===== config.mk =====
export PLATFORM = sky130hd
export DESIGN_NAME = spike_event_recorder
export DESIGN_NICKNAME = d
export VERILOG_FILES = /design/src/rtl/neuro_pkg.sv /design/src/rtl/sync_fifo_fwft.sv /design/src/rtl/spike_event_recorder.sv
export SDC_FILE = /design/constraint.sdc
export NUM_CORES = 1
export LEC_CHECK = 0
export CORE_MARGIN = 2
export CORE_UTILIZATION = 40
export CTS_CLUSTER_DIAMETER = 100
export DETAILED_ROUTE_END_ITERATION = 7
export PLACE_DENSITY = 0.54
export RECOVER_POWER = 100
export SKIP_CTS_REPAIR_TIMING = 1
export SYNTH_ARGS = -nofsm -noshare
export SYNTH_HDL_FRONTEND = slang
export SYNTH_SLANG_ARGS = --single-unit

===== constraint.sdc =====
create_clock -name clk -period 2.9 [get_ports clk]
set_input_delay 0.58 -clock clk [delete_from_list [all_inputs] [get_ports clk]]
set_output_delay 0.58 -clock clk [all_outputs]
set_load 0.02 [all_outputs]

===== src/rtl/neuro_pkg.sv =====
// Shared widths and state types for the neuron array and its downstream recorders.
package neuro_pkg;

  localparam int unsigned TS_W_DEF  = 16;
  localparam int unsigned ISI_W_DEF = 16;
  localparam int unsigned DEPTH_DEF = 16;

  typedef enum logic {
    ISI_IDLE,
    ISI_ARMED
  } isi_state_t;

endpackage


===== src/rtl/sync_fifo_fwft.sv =====
// First-word fall-through FIFO with flush; a push while full is accepted only alongside a pop.
module sync_fifo_fwft #(
  parameter int unsigned DATA_W = 16,
  parameter int unsigned ADDR_W = 4
) (
  input  logic              clk,
  input  logic              reset,
  input  logic              flush,
  input  logic              push,
  input  logic              pop,
  input  logic [DATA_W-1:0] data_in,
  output logic [DATA_W-1:0] data_out,
  output logic [ADDR_W:0]   level,
  output logic              full,
  output logic              empty
);

  localparam int unsigned   DEPTH     = 1 << ADDR_W;
  localparam logic [ADDR_W:0] DEPTH_LVL = (ADDR_W+1)'(DEPTH);

  logic [DATA_W-1:0] mem [DEPTH];
  logic [ADDR_W-1:0] wr_ptr;
  logic [ADDR_W-1:0] rd_ptr;
  logic              do_push;
  logic              do_pop;

  assign empty    = (level == '0);
  assign full     = (level == DEPTH_LVL);
  assign do_pop   = pop & ~empty;
  // A pop frees the slot the full-cycle push lands in, so both proceed together.
  assign do_push  = push & (~full | do_pop);
  assign data_out = empty ? '0 : mem[rd_ptr];

  always_ff @(posedge clk or negedge reset) begin
    if (!reset) begin
      wr_ptr <= '0;
      rd_ptr <= '0;
      level  <= '0;
    end else if (flush) begin
      wr_ptr <= '0;
      rd_ptr <= '0;
      level  <= '0;
    end else begin
      if (do_push) wr_ptr <= wr_ptr + ADDR_W'(1);
      if (do_pop)  rd_ptr <= rd_ptr + ADDR_W'(1);
      case ({do_push, do_pop})
        2'b10:   level <= level + (ADDR_W+1)'(1);
        2'b01:   level <= level - (ADDR_W+1)'(1);
        default: level <= level;
      endcase
    end
  end

  always_ff @(posedge clk) begin
    if (do_push && !flush) mem[wr_ptr] <= data_in;
  end

endmodule


===== src/rtl/spike_event_recorder.sv =====
// Timestamps rising edges of a neuron spike into a FIFO and measures inter-spike intervals.
module spike_event_recorder
  import neuro_pkg::*;
#(
  parameter int unsigned TS_W   = TS_W_DEF,
  parameter int unsigned ISI_W  = ISI_W_DEF,
  parameter int unsigned DEPTH  = DEPTH_DEF,
  parameter int unsigned ADDR_W = $clog2(DEPTH)
) (
  input  logic              clk,
  input  logic              reset,
  input  logic              spike,
  input  logic              enable,
  input  logic              clear,
  output logic [TS_W-1:0]   ts_data,
  output logic              ts_valid,
  input  logic              ts_ready,
  output logic [ADDR_W:0]   level,
  output logic              overflow,
  output logic [ISI_W-1:0]  last_isi,
  output logic              isi_valid
);

  localparam logic [ISI_W-1:0] ISI_MAX = '1;

  logic             spike_q;
  logic             spike_event;
  logic             fifo_full;
  logic             fifo_empty;
  logic [TS_W-1:0]  ts_cnt;
  logic [ISI_W-1:0] isi_cnt;
  isi_state_t       state;

  assign spike_event = spike & ~spike_q & enable;
  assign ts_valid    = ~fifo_empty;

  sync_fifo_fwft #(
    .DATA_W (TS_W),
    .ADDR_W (ADDR_W)
  ) u_fifo (
    .clk      (clk),
    .reset    (reset),
    .flush    (clear),
    .push     (spike_event),
    .pop      (ts_ready),
    .data_in  (ts_cnt),
    .data_out (ts_data),
    .level    (level),
    .full     (fifo_full),
    .empty    (fifo_empty)
  );

  always_ff @(posedge clk or negedge reset) begin
    if (!reset) begin
      spike_q  <= 1'b0;
      ts_cnt   <= '0;
      overflow <= 1'b0;
    end else begin
      spike_q <= spike;
      if (clear) begin
        ts_cnt   <= '0;
        overflow <= 1'b0;
      end else begin
        if (enable) ts_cnt <= ts_cnt + TS_W'(1);
        if (spike_event && fifo_full && !ts_ready) overflow <= 1'b1;
      end
    end
  end

  // isi_cnt restarts at 1 on each event so edges N enabled cycles apart report N.
  always_ff @(posedge clk or negedge reset) begin
    if (!reset) begin
      state     <= ISI_IDLE;
      isi_cnt   <= '0;
      last_isi  <= '0;
      isi_valid <= 1'b0;
    end else if (clear) begin
      state     <= ISI_IDLE;
      isi_cnt   <= '0;
      isi_valid <= 1'b0;
    end else begin
      isi_valid <= 1'b0;
      case (state)
        ISI_IDLE: begin
          if (spike_event) begin
            state   <= ISI_ARMED;
            isi_cnt <= ISI_W'(1);
          end
        end
        ISI_ARMED: begin
          if (spike_event) begin
            last_isi  <= isi_cnt;
            isi_valid <= 1'b1;
            isi_cnt   <= ISI_W'(1);
          end else if (enable && isi_cnt != ISI_MAX) begin
            isi_cnt <= isi_cnt + ISI_W'(1);
          end
        end
      endcase
    end
  end

endmodule


Word level (Yosys, flattened, before mapping) --
Memory sizes are Yosys's and may differ from the RTL's. Index checks and enable logic that the tools add are counted.
Word-level totals: memory bits (writable) 256, bits in registers 65, input port bits 6, memories 1
Memory list:
- u_fifo.mem | depth 16, bits a word 16, read ports 1, clocked after Yosys merged registers in 0, wr ports 1, line sync_fifo_fwft.sv:21 | logic [DATA_W-1:0] mem [DEPTH];
Cells by class: bitwise gates (word level) 10, add/sub/neg operators 6, reduce and logical (&&, ||, !) cells 14, multiplexer cells 23, eq/ne operators 6
Operators by type and width (count):
- 16-bit two-way mux | 7
- 16-bit by 1-bit adder with 16-bit output, second input constant | 2
- 16-bit one-hot mux with 2 select lines | 1
- 4-bit two-way mux | 4
- 16-bit != test, second input constant | 1
- 5-bit one-hot mux with 2 select lines | 1
- 1-bit two-way mux | 9
- 4-bit by 1-bit adder with 4-bit output, second input constant | 2
- 2-bit nonzero test | 4
- 5-bit by 1-bit adder with 5-bit output, second input constant | 1
- 5-bit == test, second input constant | 1
- 5-bit zero test | 1
- 5-bit two-way mux | 1
- 1-bit NOT | 5
- 5-bit by 1-bit subtractor with 5-bit output, second input constant | 1
- 1-bit AND | 4
- 1-bit logical AND | 4
- 4-bit by 3-bit != test with 1-bit output, second input constant | 1
- 3-bit != test, second input constant | 1
- 3-bit AND reduction | 1
- 3-bit nonzero test | 1
- 2-bit by 1-bit == test with 1-bit output, second input constant | 1
- 2-bit == test, second input constant | 1
- 1-bit zero test | 2
- 2 further kinds | 2

Depth between registers and ports, before layout --
depth in word-level cells 8, depth in mapped cells 9, gate-level depth less buffers 8

Cells and area by module --
Synthesis repeated with hierarchy kept, for this count alone.
Second synthesis, totals: cell total of the unflattened synthesis 742, area, all modules 13254.0 um^2
By module, submodules not included:
- sync_fifo_fwft | area an instance 10694.0 um^2, cells an instance 508, sequential area each 8012.7 um^2, times used 1
- spike_event_recorder | area an instance 2560.0 um^2, cells an instance 234, sequential area each 1301.2 um^2, times used 1

Worst setup path after synthesis --
Ideal clock, no wire load.
path kind input port to flip-flop, start point in enable, end point mem u_fifo.mem[0][0] (enable), slack -0.174 ns, cell stages on the path 5, data arrival time 2.665 ns, setup time 0.409 ns, cell sequence buf_2 -> nand3b_1 -> nor3_1 -> nand2_1 -> nor3_1
On the way: word-level cells in the longest chain between the ends 5
Ends and longest elaborated chain:
- start: declaration | line spike_event_recorder.sv:13 | input logic enable,
- 1-bit AND | line spike_event_recorder.sv:34 | assign spike_event = spike & ~spike_q & enable;
- 1-bit AND | line sync_fifo_fwft.sv:31 | assign do_push = push & (~full | do_pop);
- 1-bit logical AND | line sync_fifo_fwft.sv:55 | if (do_push && !flush) mem[wr_ptr] <= data_in;
- 1-bit two-way mux | line sync_fifo_fwft.sv:55
- 1-bit two-way mux (implied by the code) | line sync_fifo_fwft.sv:55
- end: declaration | line sync_fifo_fwft.sv:21
No other way between the ends.

Final worst setup path --
start point reg u_fifo.rd_ptr[0], end point out ts_data[10]
On the way: word-level cells in the longest chain between the ends 2
Ends and longest elaborated chain:
- start: declaration | line sync_fifo_fwft.sv:23 | logic [ADDR_W-1:0] rd_ptr;
- start signal: assignment | line sync_fifo_fwft.sv:45 | if (do_pop) rd_ptr <= rd_ptr + ADDR_W'(1);
- memory 16 x 16 bit
- 16-bit two-way mux | line sync_fifo_fwft.sv:32 | assign data_out = empty ? '0 : mem[rd_ptr];
- end: declaration | line spike_event_recorder.sv:15 | output logic [TS_W-1:0] ts_data,
No other way between the ends.

==> results.md <==
- Status: finished, violations left
- Failing checks: max-capacitance violations, max-slew violations, negative setup slack
- Final instance area: 0.0155 mm²
- CTS buffer count: 35
- Fraction of power consumed by the clock network: 0.381
- Switching share of power: 0.244
- P_int: 8510 µW
- Worst R2R Setup Slack: 70 ps
- Max-cap check violation count: 1
- DRC: 0
- Synthesized Nets: 712
- Distinct cell type count after synthesis: 49
- Wire per inst: 22.6 µm
- I/O Pins: 46
- Comb power frac: 0.172
- Via-to-Cell Ratio: 5.33
- Clock root cell: clkbuf_16
- Yosys warnings: 0
- WS Path Type: flip-flop to output port
- Syn_area_per_cell: 18.6 µm²
- Post-synth top area cell: edfxtp_1
- Hold Crit Class: flip-flop to flip-flop
- Worst R2R End: u_fifo.level[4]
- Rel. slew slack: -0.117
- Total congestion overflow: 0
- Mapped Area: 0.0130 mm²
- Cell Pwr Density: 724 mW/mm²
- Unrepaired setup endpoints after global routing: true
- Reg clk slew, reported paths: 60 ps
- Crit path from: u_fifo.rd_ptr[0]
- Post-DRT Antenna Nets: 0
- Fillers: 2668
- Delay-heaviest family, CP: multiplexers
- Die boundary height: 184 µm
- Initial Util: 0.409
- Clk buf depth: 3
- Vias in the first global route: 7066
- DRT Pass-1 Iters: 5
- Port Buffer Count: 45
- Max-slew violation count: 66
- Crit-path cells: buf_6 -> buf_12 -> buf_4 -> mux4_2 -> mux4_2 -> and2_4 -> buf_6
- Startpoint types: flip-flop
- Core area: 0.0318 mm²
- Share of cells above drive strength 1: 0.285
- Synth top area share: 0.592
- Tcrit/Tclk final: 1.09
- Commonest non-fill, non-tap cells in the layout: edfxtp_1 (256), mux4_2 (80), dfrtp_1 (63), nor2_1 (53), clkbuf_16 (39)
- Post-route minimum period: 3170 ps
- Routed WL: 28.9 mm
- Initial DRC count: 540
- CP required: 2320 ps
- Hold Startpoint: last_isi[13]
- Maximum VDD drop: 0.420 mV
- Most common cell after layout, fill and taps aside: edfxtp_1
- Worst Hold End: last_isi[13]
- H-tree lvl count: 2
- Crit Path Max Fanout: 11
- Yosys reg bits: 321
- Layout overhead on the synthesized area: 19.6%
- Max stage delay on crit path: 500 ps
- Psw: 2740 µW
- Antenna fix cells: 0
- Async S/R FF share, synth: 0.202
- RD Place Congestion: 0.757
- Reg-to-Reg Start: u_fifo.level[2]
- Seq/Total Area, Yosys: 0.717
- Largest net degree at the start of global routing: 66
- Pwr Total: 11300 µW
- Clk sink count: 321
- Pre-CTS WS: -174 ps
- Rows: 65
- Die W: 184 µm
- Initial antenna violation count: 0
- Reg2Reg Depth: 8
- Setup Viol. Count Final: 16
- CTS tree: yes
- Worst setup margin: -274 ps
- Hold Path Depth: 1
- Placed Instance Area: 0.0145 mm²
- Worst-Margin Slew: 1670 ps
- DR vias: 6811
- Leakage: 0.00526 µW
- Final Hold Violating Endpoints: 0
- Fin Clk Skew: 16.1 ps
- Crit path arrival time: 2590 ps
- Global-route usage over all layers: 0.175
- Ys flop type: edfxtp_1
- F_max: 315 MHz
- Top cells by area, synth: edfxtp_1 (59%), mux4_2 (14%), dfrtp_1 (13%), nor2_1 (1.5%), mux2_2 (1.4%)
- CP max stage cell: dfrtp_4
- DIE AREA: 0.0339 mm²
- Core Util, Final: 0.489
- Sequential Power Share: 0.447
- Worst-Skew Late Latency: 510 ps
- Final net count: 834
- Buffers & Inverters on Critical Path: 4
- Post-Syn Instances: 697
- Post-synth EDFFs: 256
- Global-route wire length before repair: 43.9 mm
- DP HPWL: 17.0 mm
- CP Capture Type: output port
-- cell usage after synthesis, types with 2 or more instances --
cell type  count
and2_1        19
dfrtp_1       65
buf_2          4
nor2_1        53
o31a_1         2
nand2_1       23
o211ai_1       3
nor2b_1        3
mux4_2        80
and4_1         4
o21ai_0       10
mux2i_1        4
and3_1         2
xnor2_1       12
nor3_1        11
o21ai_2        2
nand3_1       11
mux2_2        16
nor4b_1        2
a21oi_1       10
a21oi_2        2
buf_1          7
o21a_1         2
nor4_1         3
or2_2          2
clkbuf_1      14
buf_6          5
inv_1          8
or3_1         10
edfxtp_1     256
mux2_4         2
xor2_1        15
ha_1           9
nand2b_1       4
nand4_1        8
-- per-stage QoR --
| step | hold slack [ps] | setup TNS (ps) | std cells |
|---|---|---|---|
| after floorplan | 284 | -5500 | 697 |
| after global placement | 489 | -1920 | 1199 |
| after detailed placement | 493 | -2050 | 1199 |
| after CTS | 87.7 | -11140 | 1260 |
| after global routing | 532 | -5020 | 1278 |
| final | 498 | -3670 | 1278 |
-- cell type report --
class	count	area [µm²]	area share
clock buffer	47	973	0.0626
clock inverter	14	139	0.00894
inverter	8	30.0	0.00193
multi-input combinational	337	3490	0.225
sequential	321	9320	0.600
tap	435	544	0.0350
timing repair buffer	116	1040	0.0672
-- flip-flops by register name, summed over array words and instances, names as in the netlist --
signal	flops
u_fifo.wr_ptr	4
state	1
spike_q	1
u_fifo.mem	256
u_fifo.level	5
ts_cnt	16
last_isi	16
overflow	1
u_fifo.rd_ptr	4
isi_cnt	16
isi_valid	1
-- logic make-up after synthesis --
group           Yosys count  share of synthesized area
mux                     102                      0.158
flops                   321                      0.717
buf+inv                  39                     0.0148
fa+ha+maj                 9                    0.00867
compound gates           39                     0.0214
simple gates            160                     0.0621
xor+xnor                 27                     0.0182
-- worst max-delay path by stage --
stage,endpoint,slack [ps],cells after the start
2_1_floorplan,u_fifo.mem[1][0],-170,5
3_3_place_gp,ts_data[12],-160,5
3_5_place_dp,ts_data[10],-170,5
4_1_cts,ts_data[10],-730,5
5_1_grt,ts_data[10],-330,7
6_report,ts_data[10],-270,7
-- power by group through the flow --
stage	sequential (µW)	combinational, µW	clock, µW
global route	5030	2080	4590
finish	5030	1940	4290
detailed placement	5140	1850	0
floorplan	5150	1080	0
CTS	5050	1850	4400
global placement	5140	1830	0
-- layer usage --
| layer | up-vias | track usage | routed length [µm] |
|---|---|---|---|
| met3 | 36 | 0.0269 | 1390 |
| met4 | 0 | 0.0381 | 457 |
| met1 | 3596 | 0.237 | 12700 |
| li1 | 3008 | - | - |
| met5 | - | 0 | 0 |
| met2 | 171 | 0.301 | 14400 |
Note: power is estimated with default switching activity, not from simulation.
